$ cat config.mk
export PLATFORM = sky130hd
export DESIGN_NAME = uart_rx_param
export DESIGN_NICKNAME = d
export VERILOG_FILES = /design/src/rtl/uart_pkg.sv /design/src/rtl/uart_rx_sampler.sv /design/src/rtl/uart_rx_param.sv
export SDC_FILE = /design/constraint.sdc
export NUM_CORES = 1
export LEC_CHECK = 0
export BUFFER_PORTS_ARGS = -buffer_cell sky130_fd_sc_hd__clkbuf_2
export CAP_MARGIN = 5
export CORE_AREA = 2 2 51 65
export DETAILED_ROUTE_END_ITERATION = 8
export DIE_AREA = 0 0 53 67
export GPL_TIMING_DRIVEN = 1
export PLACE_DENSITY = 0.88
export SLEW_MARGIN = 20
export SYNTH_ARGS = -nofsm -noshare
export SYNTH_HDL_FRONTEND = slang
export SYNTH_SLANG_ARGS = --single-unit
$ cat constraint.sdc
create_clock -name baud_clk -period 3.7 [get_ports baud_clk]
set_input_delay 0.555 -clock baud_clk [delete_from_list [all_inputs] [get_ports baud_clk]]
set_output_delay 0.555 -clock baud_clk [all_outputs]
set_load 0.02 [all_outputs]
$ cat src/rtl/uart_pkg.sv
// ============================================================================
// Module      : uart_pkg
// Description : Shared constants, FSM state encoding and parity helper for
//               the parametrised UART receiver.
// Revision    : 1.0 - initial release
// ============================================================================
`default_nettype none

package uart_pkg;

    localparam int PARITY_NONE   = 0;
    localparam int PARITY_EVEN   = 1;
    localparam int PARITY_ODD    = 2;
    localparam int MAX_DATA_BITS = 9;

    typedef enum logic [2:0] {
        ST_IDLE      = 3'd0,
        ST_START     = 3'd1,
        ST_DATA      = 3'd2,
        ST_PARITY    = 3'd3,
        ST_STOP      = 3'd4,
        ST_WAIT_IDLE = 3'd5
    } rx_state_t;

    // Unused upper bits must be zero so they do not disturb the XOR.
    function automatic logic expected_parity(input logic [MAX_DATA_BITS-1:0] data,
                                             input int mode);
        return (mode == PARITY_ODD) ? ~(^data) : (^data);
    endfunction

endpackage

`default_nettype wire

$ cat src/rtl/uart_rx_sampler.sv
// ============================================================================
// Module      : uart_rx_sampler
// Description : Line synchroniser, falling-edge detect and bit voter.
//               Macro UART_RX_MAJORITY_EN selects a 2-of-3 vote.
// Revision    : 1.0 - initial release
// ============================================================================
`default_nettype none

module uart_rx_sampler (
    input  logic baud_clk,
    input  logic reset_n,
    input  logic rx_data_in,
    output logic rxs,
    output logic fall,
    output logic bit_val
);

    logic r_sync1;
    logic r_sync2;
    logic r_d1;

    always_ff @(posedge baud_clk or negedge reset_n) begin
        if (!reset_n) begin
            r_sync1 <= 1'b1;
            r_sync2 <= 1'b1;
            r_d1    <= 1'b1;
        end else begin
            r_sync1 <= rx_data_in;
            r_sync2 <= r_sync1;
            r_d1    <= r_sync2;
        end
    end

    assign rxs  = r_sync2;
    assign fall = r_d1 & ~r_sync2;

`ifdef UART_RX_MAJORITY_EN
    logic r_d2;

    always_ff @(posedge baud_clk or negedge reset_n) begin
        if (!reset_n) begin
            r_d2 <= 1'b1;
        end else begin
            r_d2 <= r_d1;
        end
    end

    // r_d1 is the centre sample; its neighbours vote with it.
    assign bit_val = (r_d2 & r_d1) | (r_d2 & r_sync2) | (r_d1 & r_sync2);
`else
    // Same centre sample as the voting build, so timing is identical.
    assign bit_val = r_d1;
`endif

endmodule

`default_nettype wire

$ cat src/rtl/uart_rx_param.sv
// ============================================================================
// Module      : uart_rx_param
// Description : Parametrised oversampling UART receiver with valid/ready
//               output. Optional macro: UART_RX_MAJORITY_EN (2-of-3 voting).
// Revision    : 1.0 - initial release
// ============================================================================
`default_nettype none

module uart_rx_param
    import uart_pkg::*;
#(
    parameter int DATA_BITS   = 8,
    parameter int OVERSAMPLE  = 16,
    parameter int PARITY_MODE = 0,
    parameter int STOP_BITS   = 1
) (
    input  logic                 baud_clk,
    input  logic                 reset_n,
    input  logic                 rx_data_in,
    input  logic                 rx_ready,
    output logic [DATA_BITS-1:0] rx_data,
    output logic                 rx_valid,
    output logic                 parity_err,
    output logic                 frame_err,
    output logic                 overrun_err,
    output logic                 rx_busy
);

    localparam int CW  = $clog2(OVERSAMPLE);
    localparam int BW  = $clog2(MAX_DATA_BITS + 1);
    localparam int MID = OVERSAMPLE / 2 - 1;

    logic rxs;
    logic fall;
    logic bit_val;

    uart_rx_sampler u_sampler (
        .baud_clk   (baud_clk),
        .reset_n    (reset_n),
        .rx_data_in (rx_data_in),
        .rxs        (rxs),
        .fall       (fall),
        .bit_val    (bit_val)
    );

    rx_state_t               r_state,   w_state_nxt;
    logic [CW-1:0]           r_cnt,     w_cnt_nxt;
    logic [BW-1:0]           r_bit_cnt, w_bit_cnt_nxt;
    logic [DATA_BITS-1:0]    r_shift,   w_shift_nxt;
    logic                    r_par_err, w_par_err_nxt;
    logic                    r_frm_err, w_frm_err_nxt;
    logic [DATA_BITS-1:0]    w_data_nxt;
    logic                    w_valid_nxt, w_perr_nxt, w_ferr_nxt, w_ovr_nxt;
    logic [MAX_DATA_BITS-1:0] w_ext;

    always_comb begin
        w_ext                = '0;
        w_ext[DATA_BITS-1:0] = r_shift;
    end

    always_ff @(posedge baud_clk or negedge reset_n) begin
        if (!reset_n) begin
            r_state     <= ST_IDLE;
            r_cnt       <= '0;
            r_bit_cnt   <= '0;
            r_shift     <= '0;
            r_par_err   <= 1'b0;
            r_frm_err   <= 1'b0;
            rx_data     <= '0;
            rx_valid    <= 1'b0;
            parity_err  <= 1'b0;
            frame_err   <= 1'b0;
            overrun_err <= 1'b0;
        end else begin
            r_state     <= w_state_nxt;
            r_cnt       <= w_cnt_nxt;
            r_bit_cnt   <= w_bit_cnt_nxt;
            r_shift     <= w_shift_nxt;
            r_par_err   <= w_par_err_nxt;
            r_frm_err   <= w_frm_err_nxt;
            rx_data     <= w_data_nxt;
            rx_valid    <= w_valid_nxt;
            parity_err  <= w_perr_nxt;
            frame_err   <= w_ferr_nxt;
            overrun_err <= w_ovr_nxt;
        end
    end

    always_comb begin
        w_state_nxt   = r_state;
        w_cnt_nxt     = (r_cnt == CW'(OVERSAMPLE - 1)) ? '0 : r_cnt + 1'b1;
        w_bit_cnt_nxt = r_bit_cnt;
        w_shift_nxt   = r_shift;
        w_par_err_nxt = r_par_err;
        w_frm_err_nxt = r_frm_err;
        w_data_nxt    = rx_data;
        w_valid_nxt   = rx_valid;
        w_perr_nxt    = parity_err;
        w_ferr_nxt    = frame_err;
        w_ovr_nxt     = 1'b0;

        if (rx_valid && rx_ready) begin
            w_valid_nxt = 1'b0;
            w_perr_nxt  = 1'b0;
            w_ferr_nxt  = 1'b0;
        end

        case (r_state)
            ST_IDLE: begin
                w_cnt_nxt = '0;
                // The detection cycle itself is tick 0 of the start bit.
                if (fall) begin
                    w_state_nxt = ST_START;
                    w_cnt_nxt   = CW'(1);
                end
            end
            ST_START: begin
                if (r_cnt == CW'(MID)) begin
                    w_cnt_nxt = '0;
                    if (!bit_val) begin
                        w_state_nxt   = ST_DATA;
                        w_bit_cnt_nxt = '0;
                        w_par_err_nxt = 1'b0;
                        w_frm_err_nxt = 1'b0;
                    end else begin
                        w_state_nxt = ST_IDLE;
                    end
                end
            end
            ST_DATA: begin
                if (r_cnt == CW'(OVERSAMPLE - 1)) begin
                    w_shift_nxt = {bit_val, r_shift[DATA_BITS-1:1]};
                    if (r_bit_cnt == BW'(DATA_BITS - 1)) begin
                        w_bit_cnt_nxt = '0;
                        w_state_nxt   = (PARITY_MODE != PARITY_NONE) ? ST_PARITY : ST_STOP;
                    end else begin
                        w_bit_cnt_nxt = r_bit_cnt + 1'b1;
                    end
                end
            end
            ST_PARITY: begin
                if (r_cnt == CW'(OVERSAMPLE - 1)) begin
                    w_par_err_nxt = bit_val ^ expected_parity(w_ext, PARITY_MODE);
                    w_state_nxt   = ST_STOP;
                end
            end
            ST_STOP: begin
                if (r_cnt == CW'(OVERSAMPLE - 1)) begin
                    w_frm_err_nxt = r_frm_err | ~bit_val;
                    if (r_bit_cnt == BW'(STOP_BITS - 1)) begin
                        w_bit_cnt_nxt = '0;
                        w_data_nxt    = r_shift;
                        w_perr_nxt    = r_par_err;
                        w_ferr_nxt    = r_frm_err | ~bit_val;
                        w_valid_nxt   = 1'b1;
                        w_ovr_nxt     = rx_valid & ~rx_ready;
                        // A line still low here is a break; wait for idle.
                        w_state_nxt   = rxs ? ST_IDLE : ST_WAIT_IDLE;
                    end else begin
                        w_bit_cnt_nxt = r_bit_cnt + 1'b1;
                    end
                end
            end
            ST_WAIT_IDLE: begin
                if (rxs) begin
                    w_state_nxt = ST_IDLE;
                end
            end
            default: begin
                w_state_nxt = ST_IDLE;
            end
        endcase
    end

    assign rx_busy = (r_state != ST_IDLE);

endmodule

`default_nettype wire

==> results by group, run 1 <==
Status
  – Status: completed

Synth
  – Yosys cell types: 46
  – Synth area leaders: dfrtp_1 47%, mux2_2 11%, dfstp_2 4.5%, o21ai_0 2.3%, ha_1 2.1%
  – Post-synth ARST share: 1.00
  – Post-synth top area cell: dfrtp_1
  – Synth Cell Area: 0.00175 mm^2
  – Post-synth top area share: 0.471
  – Syn_nets: 157
  – Mean Syn Cell Area: 11.7 um^2
  – Synthesis warning total: 0
  – Register area share after synthesis: 0.516
  – Synthesized instance count: 150
  – Yosys reg bits: 36
  – Top_reg_cell synth: dfrtp_1
  – Post-synth EDFFs: 0

Final layout
  – Synthesis-to-layout area growth: 8.07%
  – Fin util: 0.655
  – Layout cells sized above 1: 0.287
  – Post-route insts no fill: 203
  – Fillers: 225
  – Final Cell Area: 0.00189 mm^2
  – Antenna diode count: 0
  – Final net count: 174
  – Commonest cells after routing, fill and taps aside: 33 x dfrtp_1, 17 x mux2_2, 16 x clkbuf_2
  – Commonest non-fill, non-tap cell in the layout: dfrtp_1

Clock network
  – CTS Root Cell: clkbuf_4
  – Latest clock arrival within the worst-skew pair: 350 ps
  – CTS Buf Count: 5
  – CTS tree: built
  – Clk buf depth: 2
  – CTS hold repair buffers: 0
  – Clock Sink Count: 36
  – H-tree Lvls: 2
  – Clock transition at the registers of the reported paths: 110 ps
  – Post_cts resized: 0
  – Setup bufs post-CTS: 0

Setup path
  – CP startpoint kind: flop
  – Critical path destination: r_state[0]
  – CP arrival: 2380 ps
  – R2R Path Start: r_bit_cnt[0]
  – Worst Path Max Fanout: 5
  – Crit end category: flop
  – R2R setup slack: 1540 ps
  – Required @ worst endpoint: 3930 ps
  – Kind of critical path: flop to flop
  – FF-to-FF End: r_state[0]
  – Worst reg2reg path depth: 6
  – Worst Setup SP: r_bit_cnt[0]

Timing
  – Relative slew slack: 0.419
  – Peak Freq: 463 MHz
  – Fin crit share: 0.583
  – Slew of the pin with the lowest slew margin: 872 ps
  – Minimum clock period: 2160 ps
  – Final Hold Fails: 0
  – RSZ-0062 raised after global routing: false
  – Skew final: 18.1 ps
  – Setup tns final: 0 ps
  – Fin. max-slew vios: 0
  – Setup ws final: 1540 ps
  – Final setup viols: 0
  – Final hold slack: 294 ps

Detailed routing
  – Post-detailed-route count of antenna-violating nets: 0
  – Drt pass-1 iters: 4
  – Drt drc: 0
  – Vias per inst: 6.01
  – Iteration-0 DRC Markers: 36
  – Via Count: 1221
  – WL/cell: 16.5 um
  – Final WL: 3.35 mm

Floorplan
  – Die Height: 67 um
  – Initial Util: 0.606
  – Core ar.: 0.00289 mm^2
  – Io pins: 17
  – Die W: 53 um
  – Die footprint: 0.00355 mm^2
  – Std-Cell Rows: 22

Pwr
  – Total power: 0.826 mW
  – Max IR drop VDD: 0.465 mV
  – PD cells: 436 mW/mm^2
  – Leakage dissipation: 0.912 nW

Global routing
  – Pin count of the biggest net entering global routing: 37
  – Global Route Usage Sum: 0.238
  – First-pass GRT wire length: 5.92 mm
  – Vias in the first global route: 1280
  – Grt ovf: 0
  – Antenna violations before repair: 0

Placed design
  – GPL Wtd Cong: 0.828
  – Cells after DPL: 196
  – Place WS: 1590 ps
  – Buffers on Ports: 16
  – HPWL Detailed: 2.41 mm
  – Area post-placement: 0.00185 mm^2

Flow run
  – Max Cap Violations: 0

Worst hold path
  – Min-Delay Path Class: primary input to flop
-- logic make-up after synthesis --
| logic type | count (synthesis) | synth area share |
|---|---|---|
| simple gates | 44 | 0.161 |
| flops | 36 | 0.516 |
| compound gates | 29 | 0.109 |
| mux | 18 | 0.115 |
| buf+inv | 12 | 0.0300 |
| xor+xnor | 8 | 0.0479 |
| fa+ha+maj | 3 | 0.0214 |
-- state kept, by name, indices dropped and copies added, names as in the netlist --
name / cells
r_shift: 8
frame_err: 1
u_sampler.bit_val: 1
rx_data: 8
rx_valid: 1
r_par_err: 1
r_state: 3
u_sampler.rxs: 1
r_cnt: 4
u_sampler.r_sync1: 1
r_frm_err: 1
overrun_err: 1
r_bit_cnt: 4
parity_err: 1
-- worst max-delay path, cell delays in order, from the launching register on --
cell	delay, ps
dfrtp_1	440
inv_1	80
ha_1	170
or3b_4	400
a222oi_1	360
o211ai_1	250
mux2_2	330
-- cell usage after synthesis, drive strengths merged (3+ instances only) --
cell type	count
nand2	6
xor2	3
mux2	17
dfrtp	33
xnor2	4
nor3b	4
inv	6
nand2b	3
nand3	6
ha	3
buf	4
nor2	5
dfstp	3
o21ai	8
nor2b	4
a21oi	7
-- where the power goes --
group | switching, mW | internal (mW) | total [mW]
logic | 0.0846 | 0.0711 | 0.156
clock network | 0.127 | 0.0699 | 0.197
registers | 0.0539 | 0.420 | 0.474
-- routing by layer --
layer | track usage | vias up | part of all wire
li1 | - | 576 | -
met1 | 0.278 | 597 | 0.41
met2 | 0.381 | 37 | 0.51
met3 | 0.0650 | 11 | 0.046
met4 | 0.147 | 0 | 0.034
met5 | 0 | - | 0
-- layout make-up --
class                           count  area, um^2  area share
Clock inverter                      1        5.00     0.00264
Timing Repair Buffer               16        80.1      0.0423
Sequential cell                    36         905       0.478
Multi-Input combinational cell    102         795       0.420
Clock buffer                        6        41.3      0.0218
Inverter                            6        22.5      0.0119
Tap cell                           36        45.0      0.0238
-- how the worst min path moves through the flow --
stage	startpoint	end	slack, ps	cells after the start
floorplan	reset_n	frame_err	260	0
global placement	u_sampler.r_sync1	u_sampler.rxs	350	0
detailed placement	u_sampler.r_sync1	u_sampler.rxs	350	0
CTS	rx_data_in	u_sampler.r_sync1	270	1
global route	rx_data_in	u_sampler.r_sync1	270	1
finish	rx_data_in	u_sampler.r_sync1	290	1
Note: power is estimated with default switching activity, not from simulation.
==> inputs of run 2 (changes only) <==
- CORE_AREA: 2 2 51 65 -> 2 2 55 70
- DIE_AREA: 0 0 53 67 -> 0 0 57 72
- PLACE_DENSITY: 0.88 -> 0.81
- clock period: 3.7 -> 1.9 ns (I/O delays scaled with it)
==> run 2 against run 1 <==
The flow now finishes with violations (setup timing). Fmax grew 11%. Global-route usage shrank 3.9 points. Sequential cell count is the same.
==> results by group, run 2 (same netlist as run 1, synthesis figures left out) <==
Detailed routing
  – Final WL: 3.49 mm (was 3.35 mm)
  – Iteration-0 DRC Markers: 31 (was 36)
  – Vias per inst: 5.72 (was 6.01)
  – Via Count: 1269 (was 1221)
  – Drt drc: 0 (unchanged)
  – Drt pass-1 iters: 4 (unchanged)
  – Post-detailed-route count of antenna-violating nets: 0 (unchanged)
  – WL/cell: 15.7 um (was 16.5 um)

Timing
  – Final Hold Fails: 0 (unchanged)
  – Minimum clock period: 1940 ps (was 2160 ps)
  – Setup ws final: -38.2 ps (was 1540 ps)
  – Skew final: 4.46 ps (was 18.1 ps)
  – Final setup viols: 2 (was 0)
  – Relative slew slack: 0.706 (was 0.419)
  – Fin. max-slew vios: 0 (unchanged)
  – RSZ-0062 raised after global routing: true (was false)
  – Peak Freq: 516 MHz (was 463 MHz)
  – Fin crit share: 1.02 (was 0.583)
  – Slew of the pin with the lowest slew margin: 441 ps (was 872 ps)

Floorplan
  – Std-Cell Rows: 24 (was 22)
  – Initial Util: 0.512 (was 0.606)
  – Core ar.: 0.00342 mm^2 (was 0.00289 mm^2)
  – Die footprint: 0.00410 mm^2 (was 0.00355 mm^2)
  – Io pins: 17 (unchanged)
  – Die Height: 72 um (was 67 um)
  – Die W: 57 um (was 53 um)

Worst hold path
  – Min-Delay Path Class: primary input to asynchronous set/reset pin (was primary input to flop)

Global routing
  – Pin count of the biggest net entering global routing: 37 (unchanged)
  – Grt ovf: 0 (unchanged)
  – Global Route Usage Sum: 0.199 (was 0.238)
  – Antenna violations before repair: 0 (unchanged)
  – First-pass GRT wire length: 6.29 mm (was 5.92 mm)
  – Vias in the first global route: 1312 (was 1280)

Pwr
  – Leakage dissipation: 1.01 nW (was 0.912 nW)
  – PD cells: 895 mW/mm^2 (was 436 mW/mm^2)
  – Max IR drop VDD: 0.730 mV (was 0.465 mV)
  – Total power: 1.85 mW (was 0.826 mW)

Placed design
  – HPWL Detailed: 2.49 mm (was 2.41 mm)
  – Buffers on Ports: 16 (unchanged)
  – Area post-placement: 0.00196 mm^2 (was 0.00185 mm^2)
  – GPL Wtd Cong: 0.872 (was 0.828)
  – Cells after DPL: 213 (was 196)

Setup path
  – Crit-path cells: inv_1 > ha_2 > or3b_4 > a222oi_1 > o211ai_1 > mux2_2 (was inv_1 > ha_1 > or3b_4 > a222oi_1 > o211ai_1 > mux2_2)
  – Crit end category: flop (unchanged)
  – CP top delay family: compound AO/OA/AOI/OAI gates (unchanged)
  – CP arrival: 2110 ps (was 2380 ps)
  – Kind of critical path: flop to flop (unchanged)
  – Slowest library cell on the worst path: or3b_4 (was dfrtp_1)
  – CP peak stage delay: 390 ps (was 440 ps)
  – Required @ worst endpoint: 2080 ps (was 3930 ps)
  – CP startpoint kind: flop (unchanged)
  – Worst Path Max Fanout: 3 (was 5)
  – Buf/Inv on CP: 1 (unchanged)

Final layout
  – Largest registers: r_shift (8), rx_data (8) (unchanged)
  – Final net count: 189 (was 174)
  – Final Cell Area: 0.00207 mm^2 (was 0.00189 mm^2)
  – Layout cells sized above 1: 0.366 (was 0.287)
  – Post-route insts no fill: 222 (was 203)
  – Fillers: 275 (was 225)
  – Antenna diode count: 0 (unchanged)
  – Commonest cells after routing, fill and taps aside: 33 x dfrtp_1, 17 x mux2_2, 16 x clkbuf_2 (unchanged)
  – Multi-input logic area: 806 um^2 (was 795 um^2)
  – Commonest non-fill, non-tap cell in the layout: dfrtp_1 (unchanged)
  – Synthesis-to-layout area growth: 18.1% (was 8.07%)
  – Register Area: 905 um^2 (unchanged)

Clock network
  – CTS tree: built (unchanged)
  – CTS Root Cell: clkbuf_8 (was clkbuf_4)
  – H-tree Lvls: 2 (unchanged)
  – Latest clock arrival within the worst-skew pair: 290 ps (was 350 ps)
  – Clock Sink Count: 36 (unchanged)
  – Clk buf depth: 2 (unchanged)
  – CTS Buf Count: 5 (unchanged)
  – Clock transition at the registers of the reported paths: 70 ps (was 110 ps)
  – CTS hold repair buffers: 0 (unchanged)

Status
  – Status: complete, but fails checks (was completed)
  – Failing checks: setup timing

Flow run
  – Max Cap Violations: 0 (unchanged)
## run 2: changes by cell type in the layout (fill, tap and decap cells not counted), sizes merged
cell,previous run,this run
buf,0,15
clkbuf,22,23
clkinv,1,0
clkinvlp,0,1
## run 2: final cells by class
cell class,count,share of cell area
sequential,36,0.437
multi-input combinational,102,0.390
timing repair buffer,31,0.0932
clock buffer,7,0.0417
tap,39,0.0236
inverter,6,0.0109
clock inverter,1,0.00363
## run 2: timing repair
item / CTS / global route
endpoints found under the setup margin: 2 / 7
setup buffers: 1 / 0
gates resized for setup: 1 / 2
pin swaps: 1 / 1
## run 2: final timing paths
path                              startpoint           endpoint  slack [ps]  cells after the start
min                                  reset_n         r_state[1]          20                      2
max reg2reg                     r_bit_cnt[0]         r_state[0]         -40                      6
min in group baud_clk             rx_data_in  u_sampler.r_sync1          80                      1
max                             r_bit_cnt[0]         r_state[0]         -40                      6
min reg2reg                u_sampler.r_sync1      u_sampler.rxs         360                      0
max in group asynchronous            reset_n  u_sampler.bit_val        1540                      2
## run 2: metal layers
metal / track usage / part of all wire / vias up
met5: 0 / 0 / -
met4: 0.103 / 0.033 / 0
met3: 0.0410 / 0.036 / 14
met2: 0.315 / 0.51 / 34
met1: 0.259 / 0.42 / 605
li1: - / - / 616
## run 2: metrics by stage
stage | hold slack [ps] | setup WS [ps] | util | setup TNS, ps
6_report | 17.6 | -38.2 | 0.604 | -51.8
5_1_grt | 69.0 | -149 | 0.604 | -348
4_1_cts | 40.8 | -37.9 | 0.602 | -72.4
3_5_place_dp | 349 | -26.7 | 0.571 | -48.9
3_3_place_gp | 340 | 45.6 | 0.571 | 0
2_1_floorplan | -10.6 | 3.47 | - | 0
## run 2: power breakdown
group	total [mW]	internal, mW	switching, mW
registers	0.898	0.819	0.0788
clock network	0.563	0.294	0.269
logic	0.390	0.186	0.204
==> inputs of run 3 (changes only) <==
--- a/config.mk
+++ b/config.mk
@@ -8,9 +8,10 @@
 export BUFFER_PORTS_ARGS = -buffer_cell sky130_fd_sc_hd__clkbuf_2
 export CAP_MARGIN = 5
-export CORE_AREA = 2 2 55 70
+export CORE_AREA = 2 2 62 64
 export DETAILED_ROUTE_END_ITERATION = 8
-export DIE_AREA = 0 0 57 72
+export DIE_AREA = 0 0 64 66
 export GPL_TIMING_DRIVEN = 1
-export PLACE_DENSITY = 0.81
+export PLACE_DENSITY = 0.79
+export RECOVER_POWER = 25
 export SLEW_MARGIN = 20
 export SYNTH_ARGS = -nofsm -noshare
==> constraint.sdc (replaced) <==
create_clock -name baud_clk -period 1.9 [get_ports baud_clk]
set_input_delay 0.285 -clock baud_clk [delete_from_list [all_inputs] [get_ports baud_clk]]
set_output_delay 0.285 -clock baud_clk [all_outputs]
set_load 0.1 [all_outputs]
==> run 3 against run 2 <==
Critical path type unchanged. Critical endpoint unchanged. Clock skew increased by 5.3 ps. The run still ends with setup timing left. Setup slack got worse by 24 ps. Sequential share of layout area decreased by 1.1 points.
==> results by group, run 3 (same netlist as run 1, synthesis figures left out) <==
Status
  – Status: complete, but fails checks (unchanged)
  – Failing checks: setup timing (unchanged)

Final layout
  – Layout cells sized above 1: 0.368 (was 0.366)
  – Largest registers: r_shift (8), rx_data (8) (unchanged)
  – Register Area: 907 um^2 (was 905 um^2)
  – Synthesis-to-layout area growth: 21.4% (was 18.1%)
  – Final net count: 191 (was 189)
  – Antenna diode count: 0 (unchanged)
  – Fillers: 277 (was 275)
  – Commonest cells after routing, fill and taps aside: 31 x dfrtp_1, 16 x mux2_2, 15 x buf_4 (was 33 x dfrtp_1, 17 x mux2_2, 16 x clkbuf_2)
  – Post-route insts no fill: 233 (was 222)
  – Fin util: 0.599 (was 0.604)
  – Commonest non-fill, non-tap cell in the layout: dfrtp_1 (unchanged)
  – Multi-input logic area: 841 um^2 (was 806 um^2)
  – Final Cell Area: 0.00213 mm^2 (was 0.00207 mm^2)

Setup path
  – Critical path destination: r_state[0] (unchanged)
  – CP arrival: 2210 ps (was 2110 ps)
  – CP startpoint kind: flop (unchanged)
  – FF-to-FF End: r_state[0] (unchanged)
  – Kind of critical path: flop to flop (unchanged)
  – Required @ worst endpoint: 2150 ps (was 2080 ps)
  – R2R Path Start: r_bit_cnt[0] (unchanged)
  – Worst Path Max Fanout: 3 (unchanged)
  – Worst reg2reg path depth: 6 (unchanged)
  – R2R setup slack: -60 ps (was -40 ps)
  – Crit end category: flop (unchanged)
  – Worst Setup SP: r_bit_cnt[0] (unchanged)

Global routing
  – Grt ovf: 0 (unchanged)
  – First-pass GRT wire length: 5.79 mm (was 6.29 mm)
  – Vias in the first global route: 1242 (was 1312)
  – Global Route Usage Sum: 0.182 (was 0.199)
  – Antenna violations before repair: 0 (unchanged)
  – Pin count of the biggest net entering global routing: 25 (was 37)

Floorplan
  – Core ar.: 0.00355 mm^2 (was 0.00342 mm^2)
  – Std-Cell Rows: 22 (was 24)
  – Die W: 64 um (was 57 um)
  – Die Height: 66 um (was 72 um)
  – Io pins: 17 (unchanged)
  – Initial Util: 0.493 (was 0.512)
  – Die footprint: 0.00422 mm^2 (was 0.00410 mm^2)

Timing
  – Setup tns final: -116 ps (was -51.8 ps)
  – Final Hold Fails: 0 (unchanged)
  – Fin crit share: 1.03 (was 1.02)
  – Relative slew slack: 0.208 (was 0.706)
  – Setup ws final: -62.7 ps (was -38.2 ps)
  – RSZ-0062 raised after global routing: true (unchanged)
  – Skew final: 9.73 ps (was 4.46 ps)
  – Minimum clock period: 1960 ps (was 1940 ps)
  – Final setup viols: 3 (was 2)
  – Peak Freq: 509 MHz (was 516 MHz)
  – Slew of the pin with the lowest slew margin: 1190 ps (was 441 ps)
  – Fin. max-slew vios: 0 (unchanged)

Pwr
  – Internal power: 1.33 mW (was 1.30 mW)
  – Leakage dissipation: 1.02 nW (was 1.01 nW)
  – Combinational cell fraction of total power: 0.281 (was 0.211)
  – Clk pwr share: 0.272 (was 0.304)
  – Switch share: 0.325 (was 0.298)
  – Reported net switching power: 0.640 mW (was 0.552 mW)
  – Register share of total power: 0.447 (was 0.485)
  – PD cells: 924 mW/mm^2 (was 895 mW/mm^2)
  – Max IR drop VDD: 0.528 mV (was 0.730 mV)

Clock network
  – CTS Buf Count: 5 (unchanged)
  – Latest clock arrival within the worst-skew pair: 350 ps (was 290 ps)
  – CTS Root Cell: clkbuf_4 (was clkbuf_8)
  – Clock Sink Count: 36 (unchanged)
  – Clk buf depth: 2 (unchanged)
  – Clock transition at the registers of the reported paths: 110 ps (was 70 ps)
  – H-tree Lvls: 2 (unchanged)
  – CTS tree: built (unchanged)

Detailed routing
  – Post-detailed-route count of antenna-violating nets: 0 (unchanged)
  – Final WL: 3.30 mm (was 3.49 mm)
  – Drt drc: 0 (unchanged)
  – Via Count: 1266 (was 1269)
  – Iteration-0 DRC Markers: 69 (was 31)
  – WL/cell: 14.2 um (was 15.7 um)
  – Drt pass-1 iters: 4 (unchanged)
  – Vias per inst: 5.43 (was 5.72)

Placed design
  – Cells after DPL: 222 (was 213)
  – GPL Wtd Cong: 0.881 (was 0.872)
  – HPWL Detailed: 2.45 mm (was 2.49 mm)
  – Area post-placement: 0.00197 mm^2 (was 0.00196 mm^2)
  – Buffers on Ports: 16 (unchanged)

Flow run
  – Max Cap Violations: 0 (unchanged)

Worst hold path
  – Min-Delay Path Class: primary input to flop (was primary input to asynchronous set/reset pin)
==> run 3: cell types whose count changed in the layout (fill, tap and decap cells not counted), sizes merged <==
cell	previous run	this run
dlygate4sd3	0	2
bufinv	0	1
clkbuf	23	22
clkinv	0	1
clkinvlp	1	0
==> run 3: final cells by class <==
type                            count  share of cell area
Multi-Input combinational cell    102               0.395
Tap cell                           48              0.0282
Clock inverter                      2              0.0165
Clock buffer                        6              0.0194
Sequential cell                    36               0.426
Inverter                            6              0.0106
Timing Repair Buffer               33               0.104
==> run 3: power by group through the flow <==
stage	combinational [mW]	sequential, mW	clock (mW)
after floorplan	0.348	0.898	0
after global routing	0.596	0.890	0.593
after global placement	0.487	0.886	0
after detailed placement	0.492	0.893	0
after CTS	0.518	0.878	0.541
final	0.552	0.880	0.535
==> run 3: how the worst min path moves through the flow <==
stage | from | to | cells past startpoint
global route | rx_ready | overrun_err | 3
CTS | rx_data_in | u_sampler.r_sync1 | 1
finish | rx_ready | overrun_err | 3
global placement | reset_n | parity_err | 1
floorplan | reset_n | frame_err | 0
detailed placement | reset_n | r_bit_cnt[0] | 1
==> run 3: stage by stage <==
step           hold slack [ps]  total power, mW  worst slack (ps)
2_1_floorplan            -10.6             1.25              3.47
3_3_place_gp               295             1.37              22.5
3_5_place_dp               301             1.39             -30.1
4_1_cts                   4.81             1.94             -50.6
5_1_grt                    214             2.08              -155
6_report                   197             1.97             -62.7
==> run 3: routing by layer <==
| metal | wire, um | up-vias | global-route usage |
|---|---|---|---|
| met3 | 141 | 13 | 0.0562 |
| met2 | 1670 | 28 | 0.298 |
| met5 | 0 | - | 0 |
| met1 | 1400 | 616 | 0.214 |
| met4 | 89 | 0 | 0.0951 |
| li1 | - | 609 | - |
==> run 3: what timing repair did <==
action / CTS / global route
setup buffers: 0 / 1
pin swaps: 0 / 3
hold endpoints to repair: 22 / 1
resized for setup: 2 / 11
endpoints found under the setup margin: 4 / 12
gates cloned: 0 / 0
hold buffers: 1 / 1
==> run 3: critical path, stage by stage (launching register included) <==
cell,delay [ps]
dfrtp_1,410
inv_2,70
ha_4,120
or3b_4,380
a222oi_1,330
o211ai_1,210
mux2_4,330
